===== config.mk =====
export PLATFORM = sky130hd
export DESIGN_NAME = instruction_fetch
export DESIGN_NICKNAME = d
export VERILOG_FILES = /design/src/rtl/cpu_pkg.sv /design/src/rtl/fetch_pc_gen.sv /design/src/rtl/instruction_fetch.sv
export SDC_FILE = /design/constraint.sdc
export NUM_CORES = 1
export LEC_CHECK = 0
export BUFFER_PORTS_ARGS = -buffer_cell sky130_fd_sc_hd__buf_2
export CORE_ASPECT_RATIO = 0.75
export CORE_MARGIN = 4
export CORE_UTILIZATION = 45
export CTS_BUF_LIST = sky130_fd_sc_hd__clkbuf_4
export DETAILED_ROUTE_END_ITERATION = 6
export GPL_ROUTABILITY_DRIVEN = 0
export PLACE_DENSITY_LB_ADDON = 0.08
export SETUP_SLACK_MARGIN = 0.1
export SLEW_MARGIN = 20
export SYNTH_ARGS = -nofsm -noshare
export SYNTH_HDL_FRONTEND = slang
export SYNTH_SLANG_ARGS = --single-unit

===== constraint.sdc =====
create_clock -name clk_i -period 2.5 [get_ports clk_i]
set_clock_uncertainty 0.15 [all_clocks]
set_input_delay 0.625 -clock clk_i [delete_from_list [all_inputs] [get_ports clk_i]]
set_output_delay 0.625 -clock clk_i [all_outputs]
set_load 0.03 [all_outputs]

===== src/rtl/cpu_pkg.sv =====
// Shared CPU definitions: fetch FSM encoding, canonical NOP and ALU opcodes.
package cpu_pkg;

    localparam int unsigned XLEN = 32;

    // addi x0, x0, 0 -- what the decoder sees while no real instruction is held
    localparam logic [XLEN-1:0] NOP_INSTR = 32'h0000_0013;

    // Clears the byte-offset bits so every PC is a word address
    localparam logic [XLEN-1:0] WORD_MASK = 32'hFFFF_FFFC;

    // Fetch control: issue a request, wait for its response, or drain a
    // response that a redirect made stale
    typedef enum logic [1:0] {
        REQ  = 2'd0,
        WAIT = 2'd1,
        DROP = 2'd2
    } fetch_state_e;

    // ALU operation encoding used by the execute stage
    typedef enum logic [3:0] {
        ALU_ADD  = 4'd0,
        ALU_SUB  = 4'd1,
        ALU_AND  = 4'd2,
        ALU_OR   = 4'd3,
        ALU_XOR  = 4'd4,
        ALU_SLL  = 4'd5,
        ALU_SRL  = 4'd6,
        ALU_SRA  = 4'd7,
        ALU_SLT  = 4'd8,
        ALU_SLTU = 4'd9
    } alu_op_e;

endpackage


===== src/rtl/fetch_pc_gen.sv =====
// Program counter register with next-PC selection (redirect beats advance).
module fetch_pc_gen
    import cpu_pkg::*;
#(
    parameter logic [31:0] RESET_PC = 32'h0000_0000
) (
    input  logic        clk,
    input  logic        rst,
    input  logic        advance,
    input  logic        redirect,
    input  logic [31:0] redirect_pc,
    output logic [31:0] pc
);

    logic [31:0] pc_next;

    // Redirect target wins; otherwise step one word (wraps at 2^32) or hold
    always_comb begin
        pc_next = pc;
        if (redirect) begin
            pc_next = redirect_pc & WORD_MASK;
        end else if (advance) begin
            pc_next = pc + 32'd4;
        end
    end

    // PC register, word-aligned from reset onward
    always_ff @(posedge clk) begin
        if (rst) begin
            pc <= RESET_PC & WORD_MASK;
        end else begin
            pc <= pc_next;
        end
    end

endmodule


===== src/rtl/instruction_fetch.sv =====
// Instruction fetch: one outstanding memory request, one-entry output slot,
// redirect handling that discards in-flight responses.
module instruction_fetch
    import cpu_pkg::*;
#(
    parameter logic [31:0] RESET_PC = 32'h0000_0000
) (
    input  logic        clk_i,
    input  logic        rst_i,
    output logic        imem_req_o,
    output logic [31:0] imem_addr_o,
    input  logic        imem_ready_i,
    input  logic        imem_rvalid_i,
    input  logic [31:0] imem_rdata_i,
    input  logic        redirect_i,
    input  logic [31:0] redirect_pc_i,
    output logic        instr_valid_o,
    output logic [31:0] instr_o,
    output logic [31:0] instr_pc_o,
    input  logic        instr_ready_i
);

    fetch_state_e state, state_next;
    logic [31:0]  pc;
    logic         slot_free;
    logic         capture;

    fetch_pc_gen #(
        .RESET_PC (RESET_PC)
    ) u_pc_gen (
        .clk         (clk_i),
        .rst         (rst_i),
        .advance     (capture),
        .redirect    (redirect_i),
        .redirect_pc (redirect_pc_i),
        .pc          (pc)
    );

    // A new request may only go out if its response will have somewhere to land
    assign slot_free = !instr_valid_o || instr_ready_i;

    // pc only moves on capture or redirect, so the address holds while stalled
    assign imem_addr_o = pc;

    // Next-state and request logic; a redirect never lets a response in flight
    // reach the slot
    always_comb begin
        state_next = state;
        imem_req_o = 1'b0;
        capture    = 1'b0;
        case (state)
            REQ: begin
                imem_req_o = !rst_i && slot_free;
                if (imem_req_o && imem_ready_i) begin
                    state_next = redirect_i ? DROP : WAIT;
                end
            end
            WAIT: begin
                if (imem_rvalid_i) begin
                    capture    = !redirect_i;
                    state_next = REQ;
                end else if (redirect_i) begin
                    state_next = DROP;
                end
            end
            DROP: begin
                // The stale response is the one still owed; once it arrives
                // nothing is outstanding, even if another redirect lands now
                if (imem_rvalid_i) begin
                    state_next = REQ;
                end
            end
            default: begin
                state_next = REQ;
            end
        endcase
    end

    // FSM state register; reset abandons any outstanding request
    always_ff @(posedge clk_i) begin
        if (rst_i) begin
            state <= REQ;
        end else begin
            state <= state_next;
        end
    end

    // Output slot: redirect flushes it, a response fills it, a handshake empties it
    always_ff @(posedge clk_i) begin
        if (rst_i) begin
            instr_valid_o <= 1'b0;
            instr_o       <= NOP_INSTR;
            instr_pc_o    <= 32'h0000_0000;
        end else if (redirect_i) begin
            instr_valid_o <= 1'b0;
        end else if (capture) begin
            instr_valid_o <= 1'b1;
            instr_o       <= imem_rdata_i;
            instr_pc_o    <= pc;
        end else if (instr_valid_o && instr_ready_i) begin
            instr_valid_o <= 1'b0;
        end
    end

endmodule


==> metrics.log <==
[metrics] Worst Setup EP: u_pc_gen.pc[19]
[metrics] clk buf depth: 2
[metrics] number of inserted filler cells in the final layout: 821
[metrics] Initial Utilization: 47.25%
[metrics] Power Dens Cells: 519.8 nW/um2
[metrics] total of warnings raised by yosys: 0
[metrics] post-route setup slack: 0.2421 ns
[metrics] total global routing overflow: 0
[metrics] post-synthesis average cell area: 7.988 um2
[metrics] number of instances in the placed design: 767
[metrics] area growth from synthesis to layout: 26.60%
[metrics] clock-pin slew reported for the worst setup and hold paths after clock tree synthesis: 0.15 ns
[metrics] Worst-Margin Slew: 0.4914 ns
[metrics] Detailed Route Iter0 Violations: 297
[metrics] clock insertion delay at the later pin of the skew report: 0.46 ns
[metrics] max-cap violation count: 0
[metrics] R2R Setup Slk: 0.24 ns
[metrics] area share of fa/ha/maj cells after synthesis: 0.3053%
[metrics] gate family responsible for the most delay along the worst path: simple AND/OR/NAND/NOR gates
[metrics] area of all placed cells without fillers: 5187 um2
[metrics] Critical Path Stages: 4
[metrics] cts-stage hold buffer count: 0
[metrics] FF+latch area: 1904 um2
[metrics] final cell count without fillers: 785
[metrics] fraction of final layout cells with drive strength greater than 1: 31.02%
[metrics] met2 routed WL: 5405 um
[metrics] Critical Path Most Common Cell: or4_1
[metrics] Core ar.: 8672 um2
[metrics] post-synthesis async set-or-reset flop share: 0%
[metrics] Clk Tree Root Cell: clkbuf_4
[metrics] number of pins with negative max-slew slack in the final report: 0
[metrics] count of mapped cells out of synthesis: 513
[metrics] part of the cycle the worst path needs: 90.31%
[metrics] start point of the critical path: u_pc_gen.pc[4]
[metrics] Ant. Diodes: 0
[metrics] kind of start point of the critical path: flop
[metrics] end of the worst register-to-register path: u_pc_gen.pc[19]
[metrics] clock tree from TritonCTS: built
[metrics] Max Used Layer: met4
[metrics] aggregate global-route resource usage: 22.37%
[metrics] most common library cell in the layout ignoring fill and taps: buf_2
[metrics] initial antenna violation count: 0
[metrics] count of antenna-violating nets left after detailed routing: 0
[metrics] count of buffers from port buffering: 161
[metrics] total area of multi-input combinational cells: 1991 um2
[metrics] area share of xor/xnor cells in the synthesized design: 2.351%
[metrics] Tightest Hold Check Type: in2reg
[metrics] Final Power: 2.697 mW
[metrics] Total Die Area: 10710 um2
[metrics] normalized max-slew margin: 66.99%
[metrics] WP data arrival: 2.48 ns
[metrics] Hold Vio Cnt, Final: 0
[metrics] Num Clock Sinks: 95
[metrics] f_max: 0.4429 GHz
[metrics] H-tree depth reported by CTS: 3
[metrics] area share of and/or/nand/nor cells after synthesis: 28.03%
[metrics] detailed placer's ending HPWL: 8510 um
[metrics] leading cell types in the layout, fill and taps excluded: 161 x buf_2, 141 x nand2_1, 93 x dfxtp_1
[metrics] cell leakage power: 2.168 nW
[metrics] Core Rows: 29
[metrics] slowest stage cell, crit path: or4_1
[metrics] number of synthesized flops with an enable pin: 0
[metrics] run status: finished, final reports clean
[metrics] Cell Area, Synth: 4098 um2
[metrics] Worst VDD drop: 303.9 uV
[metrics] wire per inst: 15.31 um
[metrics] horizontal extent of the die: 118.2 um
[metrics] most common flop cell mapped by yosys: dfxtp_1
[metrics] count of state elements after synthesis: 95
[metrics] routed wl met3: 927 um
[metrics] number of design rule violations left after detail routing: 0
[metrics] Ports: 168
[metrics] area fraction in compound gates after synthesis: 17.04%
[metrics] main combinational cell family by area after synthesis: simple AND/OR/NAND/NOR gates
[metrics] pin count of the biggest net entering global routing: 89
[metrics] proportion of synthesized area in mux cells: 0%
[metrics] per-cell via count in the routed design: 5.390
[metrics] routed wire length: 12020 um
[metrics] chip height: 90.64 um
[metrics] final core utilization: 59.82%
[metrics] worst hold slack: 0.2280 ns
[metrics] Critical R2R Launch: u_pc_gen.pc[4]
[metrics] number of distinct standard cells referenced by the synthesized netlist: 44
[metrics] sum of negative setup slack: 0 ns
[metrics] number of global-route vias before repair: 3900
[metrics] via count: 4231
[metrics] crit path max fanout: 9
[metrics] CP Class: reg2reg
[metrics] Setup crit end kind: flop
[metrics] Placement Setup Slack: 0.05696 ns
[metrics] Min Clock Period, post-route: 2.258 ns
[metrics] ordered list of cells on the worst path: nand4_1 -> or4_1 -> or4_1 -> a311oi_1
[metrics] depth of the worst register-to-register path: 4
[metrics] first-pass GRT wire length: 19930 um
[metrics] number of nets in the finished design: 743
[metrics] largest incremental delay on the critical path: 0.62 ns
[metrics] setup repair after global routing missed its margin: false
[metrics] data required time of the critical path: 2.73 ns
[metrics] placed inst area: 5049 um2
[metrics] proportion of synthesized chip area in sequential cells: 46.41%
[metrics] TritonCTS Buffers: 9
[metrics] combined buffer and inverter count along the critical path: 0
[metrics] router iterations before antenna repair: 4
[metrics] length of routed wiring on met1: 5611 um
[metrics] final number of setup-violating endpoints: 0
==> logic make-up after synthesis <==
family / after synthesis
and+or+nand+nor: 249
AOI/OAI and AO/OA: 108
DFF: 95
buffers and inverters: 48
xor gates and xnor gates: 11
adders and majority gates: 1
other: 1
==> final cells by class <==
type | count | share of cell area, %
Sequential cell | 95 | 36.71
Multi-Input combinational cell | 373 | 38.37
Clock buffer | 10 | 1.447
Timing Repair Buffer | 186 | 19.63
Inverter | 7 | 0.5065
Clock inverter | 6 | 0.7236
Tap cell | 108 | 2.605
==> registers in the layout (all words and copies together), names as in the netlist <==
signal / cells
instr_o: 32
instr_pc_o: 30
u_pc_gen.pc: 30
state: 2
instr_valid_o: 1
==> synth_stat cells, drive strengths merged (7+ instances only) <==
library cell	instances	share of area [%]
nor2	30	2.7
inv	7	0.64
buf	10	1.6
nand4	15	2.3
a211oi	12	2.2
nor3	10	1.2
nand2	143	13
a21oi	59	7.2
a311oi	10	2.1
xnor2	9	1.9
clkbuf	30	3.3
nor4	10	1.5
dfxtp	95	46
nand3	11	1.3
==> what timing repair did <==
item	CTS	global route
endpoints found under the setup margin	0	6
gates resized for setup	0	3
setup buffers	0	2
==> worst min-delay path: cells and delay by family <==
family                 cells  cell delay, ns
and+or+nand+nor            2            0.10
buffers and inverters      1            0.08
==> where the power goes <==
| part | leakage [nW] | internal [mW] | switching (mW) |
|---|---|---|---|
| Combinational | 1.33 | 0.133 | 0.227 |
| Sequential | 0.774 | 1.56 | 0.0558 |
| Clock | 0.0614 | 0.211 | 0.514 |
| Total | 2.17 | 1.90 | 0.797 |
==> layer usage <==
layer  up-vias  track usage [%]
met5         -                0
met1      1957            31.19
li1       2122                -
met4         0            5.268
met2       145            33.76
met3         7            7.013
==> how the worst min path moves through the flow <==
stage	from	to	slack [ns]	depth (start not counted)
2_1_floorplan	state[1]	state[1]	0.40	3
3_3_place_gp	instr_o[25]	instr_o[25]	0.29	2
3_5_place_dp	instr_o[21]	instr_o[21]	0.29	2
4_1_cts	imem_rdata_i[4]	instr_o[4]	0.19	3
5_1_grt	imem_rdata_i[25]	instr_o[25]	0.20	3
6_report	imem_rdata_i[4]	instr_o[4]	0.23	3
(Power assumes the default switching activity.)
